==> src/rtl/aes_pkg.sv <==
// Shared constants and types for the AES input loader: block width, frame-type
// encodings and the loader state enumeration.
package aes_pkg;

  localparam int BLK_W = 128;
  localparam int IN_W  = 8;

  localparam logic [1:0] MODE_KEY = 2'b00;
  localparam logic [1:0] MODE_RSV = 2'b01;
  localparam logic [1:0] MODE_ENC = 2'b10;
  localparam logic [1:0] MODE_DEC = 2'b11;

  typedef enum logic [2:0] {
    IDLE  = 3'd0,
    LOAD  = 3'd1,
    DROP  = 3'd2,
    ISSUE = 3'd3,
    WAIT  = 3'd4
  } state_e;

endpackage

==> src/rtl/aes_byte_shifter.sv <==
// Beat counter plus MSB-first shift register; exposes the assembled frame
// including the beat currently on din, so the last beat can be captured directly.
module aes_byte_shifter #(
  parameter int BLK_W = 128,
  parameter int IN_W  = 8
) (
  input  logic             clk,
  input  logic             rst_n,
  input  logic             clr,
  input  logic             en,
  input  logic             store,
  input  logic [IN_W-1:0]  din,
  output logic [BLK_W-1:0] frame,
  output logic             last_beat
);
  localparam int NBEATS = BLK_W / IN_W;
  localparam int CNT_W  = (NBEATS > 1) ? $clog2(NBEATS) : 1;

  logic [CNT_W-1:0] cnt_q, cnt_d;
  logic [BLK_W-1:0] shreg_q, shreg_d;

  assign frame     = {shreg_q[BLK_W-IN_W-1:0], din};
  assign last_beat = (cnt_q == CNT_W'(NBEATS - 1));

  always_comb begin
    cnt_d   = cnt_q;
    shreg_d = shreg_q;
    if (clr) begin
      cnt_d   = '0;
      shreg_d = '0;
    end else if (en) begin
      // Counter folds back to 0 on the completing beat so IDLE always sees 0.
      cnt_d = last_beat ? '0 : cnt_q + CNT_W'(1);
      if (store) shreg_d = frame;
    end
  end

  always_ff @(posedge clk or negedge rst_n) begin
    if (!rst_n) begin
      cnt_q   <= '0;
      shreg_q <= '0;
    end else begin
      cnt_q   <= cnt_d;
      shreg_q <= shreg_d;
    end
  end

endmodule

==> src/rtl/aes_input_loader.sv <==
// Assembles key and data frames from a byte stream and issues data blocks to
// the AES core, holding off new input until the core hands the result back.
module aes_input_loader #(
  parameter int BLK_W   = aes_pkg::BLK_W,
  parameter int IN_W    = aes_pkg::IN_W,
  parameter bit WAIT_RY = 1'b1
) (
  input  logic             Clk,
  input  logic             Rst,
  input  logic [IN_W-1:0]  DIn,
  input  logic             DVld,
  output logic             DRdy,
  input  logic [1:0]       Mode,
  input  logic             Abort,
  output logic [BLK_W-1:0] Key,
  output logic             KeyVld,
  output logic [BLK_W-1:0] Data,
  output logic             Sel,
  output logic             Start,
  input  logic             Ack,
  input  logic             Ry,
  output logic             Err
);
  import aes_pkg::*;

  state_e           state_q, state_d;
  logic [1:0]       mode_q, mode_d;
  logic [BLK_W-1:0] key_q, key_d;
  logic [BLK_W-1:0] data_q, data_d;
  logic             keyvld_q, keyvld_d;
  logic             sel_q, sel_d;
  logic             start_q, start_d;
  logic             err_q, err_d;
  logic             drdy_q, drdy_d;

  logic             xfer;
  logic             sh_clr;
  logic             sh_store;
  logic             last_beat;
  logic [BLK_W-1:0] frame;

  // Abort wins over a coincident beat, so the beat never reaches the shifter.
  assign xfer = DVld && drdy_q && !Abort;

  aes_byte_shifter #(
    .BLK_W (BLK_W),
    .IN_W  (IN_W)
  ) u_shift (
    .clk       (Clk),
    .rst_n     (Rst),
    .clr       (sh_clr),
    .en        (xfer),
    .store     (sh_store),
    .din       (DIn),
    .frame     (frame),
    .last_beat (last_beat)
  );

  always_comb begin
    state_d  = state_q;
    mode_d   = mode_q;
    key_d    = key_q;
    data_d   = data_q;
    keyvld_d = keyvld_q;
    sel_d    = sel_q;
    start_d  = start_q;
    err_d    = err_q;
    sh_clr   = 1'b0;
    sh_store = 1'b0;

    unique case (state_q)
      IDLE: begin
        if (xfer) begin
          mode_d = Mode;
          if (Mode == MODE_RSV) begin
            err_d   = 1'b1;
            state_d = DROP;
          end else begin
            sh_store = 1'b1;
            state_d  = LOAD;
          end
        end
      end
      LOAD: begin
        sh_store = 1'b1;
        if (Abort) begin
          sh_clr  = 1'b1;
          state_d = IDLE;
        end else if (xfer && last_beat) begin
          if (mode_q == MODE_KEY) begin
            key_d    = frame;
            keyvld_d = 1'b1;
            state_d  = IDLE;
          end else if (!keyvld_q) begin
            err_d   = 1'b1;
            state_d = IDLE;
          end else begin
            data_d  = frame;
            sel_d   = ~mode_q[0];
            start_d = 1'b1;
            state_d = ISSUE;
          end
        end
      end
      DROP: begin
        if (Abort) begin
          sh_clr  = 1'b1;
          state_d = IDLE;
        end else if (xfer && last_beat) begin
          state_d = IDLE;
        end
      end
      ISSUE: begin
        if (Ack) begin
          start_d = 1'b0;
          state_d = WAIT_RY ? WAIT : IDLE;
        end
      end
      WAIT: begin
        if (Ry) state_d = IDLE;
      end
      default: state_d = IDLE;
    endcase

    // Registered ready keeps DRdy low while reset is asserted.
    drdy_d = (state_d == IDLE) || (state_d == LOAD) || (state_d == DROP);
  end

  always_ff @(posedge Clk or negedge Rst) begin
    if (!Rst) begin
      state_q  <= IDLE;
      mode_q   <= MODE_KEY;
      key_q    <= '0;
      data_q   <= '0;
      keyvld_q <= 1'b0;
      sel_q    <= 1'b0;
      start_q  <= 1'b0;
      err_q    <= 1'b0;
      drdy_q   <= 1'b0;
    end else begin
      state_q  <= state_d;
      mode_q   <= mode_d;
      key_q    <= key_d;
      data_q   <= data_d;
      keyvld_q <= keyvld_d;
      sel_q    <= sel_d;
      start_q  <= start_d;
      err_q    <= err_d;
      drdy_q   <= drdy_d;
    end
  end

  assign DRdy   = drdy_q;
  assign Key    = key_q;
  assign KeyVld = keyvld_q;
  assign Data   = data_q;
  assign Sel    = sel_q;
  assign Start  = start_q;
  assign Err    = err_q;

endmodule

==> config.mk <==
export PLATFORM = sky130hd
export DESIGN_NAME = aes_input_loader
export DESIGN_NICKNAME = d
export VERILOG_FILES = /design/src/rtl/aes_pkg.sv /design/src/rtl/aes_byte_shifter.sv /design/src/rtl/aes_input_loader.sv
export SDC_FILE = /design/constraint.sdc
export NUM_CORES = 1
export LEC_CHECK = 0
export CORE_MARGIN = 5
export CORE_UTILIZATION = 49
export CTS_BUF_LIST = sky130_fd_sc_hd__clkbuf_4
export DETAILED_ROUTE_END_ITERATION = 8
export PLACE_DENSITY = 0.78
export SYNTH_ARGS = -nofsm -noshare
export SYNTH_HDL_FRONTEND = slang
export SYNTH_SLANG_ARGS = --single-unit
==> constraint.sdc <==
create_clock -name Clk -period 1.6 [get_ports Clk]
set_input_delay 0.32 -clock Clk [delete_from_list [all_inputs] [get_ports Clk]]
set_output_delay 0.32 -clock Clk [all_outputs]
set_load 0.02 [all_outputs]
==> results.py, run 1 <==
metrics = {
    "floorplan": {
        "die_area_sq_um": 34400,
        "die_h_microns": 185,
        "rows": 64,
        "die_w_microns": 185,
        "io_pins": 277,
        "core_area_sq_um": 30500,
        "start_util_pct": 49.4,
    },
    "setup_path": {
        "cp-end-kind": "register",
        "worst-path-buf-inv": 5,
        "slowest_stage": "dfrtp_2",
        "cp.depth": 9,
        "crit_chain": "nand3b_4 > buf_6 > nor4_4 > buf_6 > buf_12 > clkbuf_16 > clkbuf_16 > nand2_1 > o21ai_1",
        "cp-start-kind": "register",
        "cp.required_ns": 2.21,
        "worstPathArrival_ns": 2.36,
        "worstPathMaxFanout": 6,
        "path_delay_family": "buffers and inverters",
        "critPathKind": "register to register",
        "reg2regPathDepth": 9,
        "slowest_delay_ns": 0.43,
    },
    "logic_synthesis": {
        "avgSynthCellArea_sq_um": 10.7,
        "syn_area_sq_um": 15100,
        "syn_nets": 1422,
        "synth_mux_area_share_pct": 9.71,
        "synth_top_family_by_area": "simple AND/OR/NAND/NOR gates",
        "synth_most_common_cell": "nand2_1",
        "yosys_warnings": 0,
        "synth-xor-area-share_pct": 0.116,
        "netlist.area_leader.share_pct": 64.7,
        "synthAdderAreaFrac_pct": 0.0830,
        "synth_cell_types": 38,
        "synth_enable_flop_cells": 0,
        "synth_area_leader_cell": "dfrtp_1",
        "synthArstFlopShare_pct": 100,
        "synth-compound-area-share_pct": 4.56,
        "yosys.area_share.simple_pct": 17.2,
        "yosysSeqAreaShare_pct": 64.7,
        "synthTopCellsByArea": "dfrtp_1 65%, nand2_1 16%, mux2_2 9.7%, o21ai_0 2.1%, o21ai_1 2.0%",
        "ys_ff_latch": 390,
        "ys_top_cells_by_count": "633 x nand2_1, 390 x dfrtp_1, 130 x mux2_2, 63 x o21ai_0, 59 x o21ai_1",
        "synthCells": 1405,
        "ys.flop_type": "dfrtp_1",
    },
    "place": {
        "hpwl_microns": 26400,
        "place_area_sq_um": 18800,
        "dp_slack_ns": -0.516,
        "finalWeightedCongestion": 0.861,
        "portBuffers": 276,
    },
    "timing": {
        "period_needed_ns": 1.75,
        "fmax_mhz": 570,
        "slew_violations": 0,
        "finalCritPeriodShare_pct": 110,
        "timing.final.hold_violations": 0,
        "max_slew_margin_pct": 66.0,
        "skew_ns": 0.0542,
        "fin_ws_ns": -0.154,
        "rsz0062_at_grt": "true",
        "tightest_slew_ns": 0.510,
        "setup_viol": 357,
    },
    "clock_tree": {
        "cts_tree": "built",
        "clock_path_buffers": 3,
        "h-tree-depth": 3,
        "cts.sinks": 390,
        "clockRootBuffer": "clkbuf_4",
        "numCtsBuffers": 97,
        "clk_pin_slew_ns": 0.06,
        "clkLatencyLatePin_ns": 0.70,
    },
    "global_route": {
        "grt_pass1_vias": 12400,
        "grt_antenna_before_repair": 4,
        "grt_use_total_pct": 23.9,
        "overflow": 0,
        "grt_max_degree": 48,
        "grt_pass1_wl_microns": 65600,
    },
    "detailed_routing": {
        "avgRoutedWirePerCell_microns": 20.0,
        "postRouteAntennaNets": 0,
        "drt-initial-drc-count": 884,
        "vias_per_cell": 5.32,
        "wirelength_microns": 47600,
        "drtPass1Iterations": 5,
        "drcViolationCount": 0,
        "vias": 12700,
    },
    "final_layout": {
        "final_nets": 1950,
        "post-route-cell-area_sq_um": 22600,
        "drive_gt1_share_pct": 44.4,
        "area_growth_pct": 49.9,
        "postLayoutCoreUtil_pct": 74.1,
    },
    "run_status": {
        "violations": "setup timing",
        "outcome": "finished, violations left",
    },
    "power": {
        "p_per_area_nw_per_um2": 903,
        "p_total_mw": 20.4,
        "ir_drop_mv": 0.515,
        "p_leak_nw": 12.0,
    },
    "hold_path": {
        "hold_class": "input port to asynchronous set/reset pin",
    },
    "job": {
        "max_cap_viol_count": 0,
    },
}
final cells by class:
| class | count | area (sq um) |
|---|---|---|
| sequential | 390 | 9760 |
| fill | 1858 | 7900 |
| timing repair buffer | 514 | 6100 |
| multi-input combinational | 928 | 5160 |
| clock buffer | 133 | 998 |
| tap | 396 | 495 |
| clock inverter | 18 | 86.3 |
| inverter | 2 | 7.51 |
| antenna | 2 | 5.00 |
sequential cells by signal, indices dropped and copies added, names as in the netlist, 2 cells and up:
signal and count:
u_shift.shreg_q 120, Key 128, state_q 3, mode_q 2
u_shift.cnt_q 4, Data 128
path summary, 6_finish.rpt:
kind | slack (ns) | end | start
max | -0.15 | u_shift.shreg_q[12] | DRdy
min | 0.17 | Key[100] | Rst
max reg2reg | -0.15 | u_shift.shreg_q[12] | DRdy
min reg2reg | 0.48 | Data[91] | Data[91]
max in group asynchronous | 0.69 | u_shift.shreg_q[88] | Rst
min in group Clk | 0.26 | Data[6] | DIn[6]
power by group:
part	internal (mW)	leakage, nW	switching, mW	total, mW
Combinational	0.928	5.97	1.03	1.96
Sequential	10.2	5.41	0.512	10.7
Clock	3.80	0.651	3.95	7.75
Total	14.9	12.0	5.49	20.4
layer usage:
| layer | track usage, % | vias to the layer above | routed length [microns] |
|---|---|---|---|
| met5 | 0 | - | 28 |
| met4 | 8.60 | 4 | 1550 |
| met3 | 6.02 | 116 | 3580 |
| met2 | 39.2 | 557 | 24000 |
| met1 | 31.2 | 6363 | 18400 |
| li1 | - | 5643 | - |
cell families (layout without fill, tap and decap cells):
group / after synthesis / after routing
other cells: 0 / 2
xor+xnor: 2 / 2
flops: 390 / 390
compound gates: 134 / 134
buf+inv: 87 / 667
fa+ha+maj: 1 / 1
simple gates: 661 / 661
mux: 130 / 130
what timing repair did:
item | 4_1_cts | 5_1_grt
hold buffers | 1 | 0
pin swaps | 16 | 36
setup endpoints to repair | 555 | 619
setup buffers | 53 | 62
endpoints found under the hold margin | 368 | 0
cloned | 8 | 34
gates resized for setup | 1480 | 283
layout by cell type, fill, tap and decap left out, drive strengths merged, types with 2 or more instances in the layout:
cell type,instances
a21oi,6
a32oi,2
and3,2
buf,469
clkbuf,163
clkdlybuf4s50,14
clkinv,13
clkinvlp,2
dfrtp,390
diode,2
inv,5
mux2,130
nand2,633
nand3,3
nand3b,2
nor2,6
nor3,2
nor3b,3
o21a,2
o21ai,122
or3,2
xor2,2
stage by stage:
step	instances	hold slack, ns	TNS [ns]
after CTS	2287	0.108	-16.79
after detailed placement	2075	0.299	-168.18
after global routing	2383	0.123	-55.40
after floorplan	1405	0.0244	0
after global placement	2075	0.302	-159.03
final	2383	0.172	-22.43
worst reg2reg max path: stages (launching register included):
cell       delay, ns
dfrtp_2         0.43
nand3b_4        0.11
buf_6           0.14
nor4_4          0.27
buf_6           0.21
buf_12          0.11
clkbuf_16       0.14
clkbuf_16       0.15
nand2_1         0.05
o21ai_1         0.07
Note: power is estimated with default switching activity, not from simulation.
==> run 2, diff against run 1 <==
Settings changed: MAX_ROUTING_LAYER set to met4.
==> run 2 against run 1 <==
The flow still finishes with violations (setup timing). Critical path depth stayed put. Power decreased by 0.14%. Worst setup slack worse by 0.043 ns. Register-to-register slack got worse by 0.04 ns. Maximum frequency is 2.4% lower. Clock-buffer cell count unchanged. Combinational power about the same. Die area did not move. Largest cell class unchanged.
==> results.py, run 2 (synthesis gave the netlist of run 1 again) <==
metrics = {
    "detailed_routing": {
        "vias_per_cell": 5.35,
        "wirelength_microns": 46500,
        "vias": 12500,
        "drt-initial-drc-count": 961,
        "drcViolationCount": 0,
        "postRouteAntennaNets": 0,
        "avgRoutedWirePerCell_microns": 19.9,
        "drtPass1Iterations": 7,
    },
    "clock_tree": {
        "cts_tree": "built",
        "cts.sinks": 390,
        "clockRootBuffer": "clkbuf_4",
        "clk_pin_slew_ns": 0.08,
        "numCtsBuffers": 97,
        "h-tree-depth": 3,
        "clock_path_buffers": 3,
        "clkLatencyLatePin_ns": 0.71,
    },
    "setup_path": {
        "worstPathMaxFanout": 6,
        "path_delay_family": "buffers and inverters",
        "worstPathArrival_ns": 2.39,
        "slowest_delay_ns": 0.43,
        "cp-end-kind": "register",
        "crit_chain": "nand3b_4 > buf_6 > nor4_4 > buf_6 > buf_12 > clkbuf_16 > clkbuf_16 > nand2_2 > o21ai_1",
        "cp.required_ns": 2.20,
        "slowest_stage": "dfrtp_2",
        "cp-start-kind": "register",
        "worst-path-buf-inv": 5,
        "critPathKind": "register to register",
    },
    "final_layout": {
        "final_nets": 1899,
        "layout_commonest_cell": "nand2_1",
        "area_growth_pct": 45.4,
        "final_cell_mix": "580 x nand2_1, 387 x dfrtp_1, 216 x buf_6",
        "drive_gt1_share_pct": 41.7,
        "n_fill_cell": 2017,
    },
    "timing": {
        "fin_ws_ns": -0.197,
        "slew_violations": 0,
        "hold_ws_ns": 0.178,
        "finalCritPeriodShare_pct": 112,
        "rsz0062_at_grt": "true",
        "max_slew_margin_pct": 65.8,
        "skew_ns": 0.0494,
        "fmax_mhz": 556,
        "timing.final.hold_violations": 0,
        "setup_viol": 368,
        "period_needed_ns": 1.80,
        "tightest_slew_ns": 0.513,
    },
    "floorplan": {
        "die_area_sq_um": 34400,
        "core_area_sq_um": 30500,
        "rows": 64,
        "start_util_pct": 49.4,
        "die_w_microns": 185,
        "io_pins": 277,
        "die_h_microns": 185,
    },
    "job": {
        "max_cap_viol_count": 0,
    },
    "power": {
        "p_leak_nw": 11.8,
        "ir_drop_mv": 0.532,
        "p_total_mw": 20.4,
        "p_per_area_nw_per_um2": 930,
    },
    "global_route": {
        "grt_pass1_vias": 12400,
        "grt_pass1_wl_microns": 65600,
        "overflow": 0,
        "grt_antenna_before_repair": 4,
        "grt_max_degree": 48,
        "grt_use_total_pct": 24.7,
    },
    "place": {
        "dp_slack_ns": -0.516,
        "hpwl_microns": 26400,
        "finalWeightedCongestion": 0.875,
        "portBuffers": 276,
    },
    "hold_path": {
        "hold_class": "input port to asynchronous set/reset pin",
    },
    "run_status": {
        "violations": "setup timing",
        "outcome": "finished, violations left",
    },
}
==> run 2: cell types whose count changed in the layout (fill, tap and decap cells not counted), sizes merged <==
cell    before  now
buf        469  417
clkbuf     163  164
diode        2    4
==> run 2: power breakdown <==
part / total [mW] / switching, mW / internal, mW / leakage, nW
logic: 1.97 / 1.04 / 0.935 / 5.69
registers: 10.7 / 0.524 / 10.2 / 5.41
clock network: 7.70 / 3.90 / 3.80 / 0.651
total: 20.4 / 5.46 / 14.9 / 11.8
==> run 2: layout make-up <==
type                            count  area [sq um]  share of cell area, %
Multi-Input combinational cell    928          5100                   23.2
Timing Repair Buffer              463          5470                   24.9
Clock buffer                      133           998                   4.55
Inverter                            2          7.51                 0.0342
Antenna cell                        4          10.0                 0.0457
Clock inverter                     18          86.3                  0.394
Tap cell                          396           495                   2.26
Sequential cell                   390          9760                   44.5
==> run 2: path summary, 6_finish.rpt <==
path | start | endpoint | slack [ns] | cells past startpoint
worst max register to register | DRdy | u_shift.shreg_q[12] | -0.20 | 9
worst min-delay path | Rst | Data[106] | 0.18 | 2
worst max-delay path | DRdy | u_shift.shreg_q[12] | -0.20 | 9
min in group Clk | DIn[0] | Data[0] | 0.24 | 3
max in group asynchronous | Rst | u_shift.shreg_q[88] | 0.70 | 3
worst min register to register | Data[100] | Data[100] | 0.46 | 2
==> run 2: through the flow <==
stage	area [sq um]	TNS, ns	utilization, %	instances
2_1_floorplan	15100	0	-	1405
3_3_place_gp	18800	-159.03	61.7	2075
3_5_place_dp	18800	-168.18	61.7	2075
4_1_cts	20600	-16.79	67.4	2287
5_1_grt	21900	-57.21	71.9	2334
6_report	21900	-27.43	71.9	2334
==> run 2: what timing repair did <==
| action | CTS | global route |
|---|---|---|
| pin swaps | 16 | 27 |
| gates resized for setup | 1480 | 178 |
| hold endpoints to repair | 368 | 0 |
| endpoints found under the setup margin | 555 | 618 |
| gates cloned | 8 | 36 |
| hold buffers | 1 | 0 |
| setup buffers | 53 | 8 |
==> run 2: per-layer routing <==
metal	share of wire [%]	routed length [microns]	vias to the layer above	GRT usage [%]
met5	0	0	-	-
met4	3.2	1470	0	8.60
met3	7.9	3670	119	5.67
met2	50	23400	606	39.1
met1	39	18000	6212	31.6
li1	-	-	5554	-
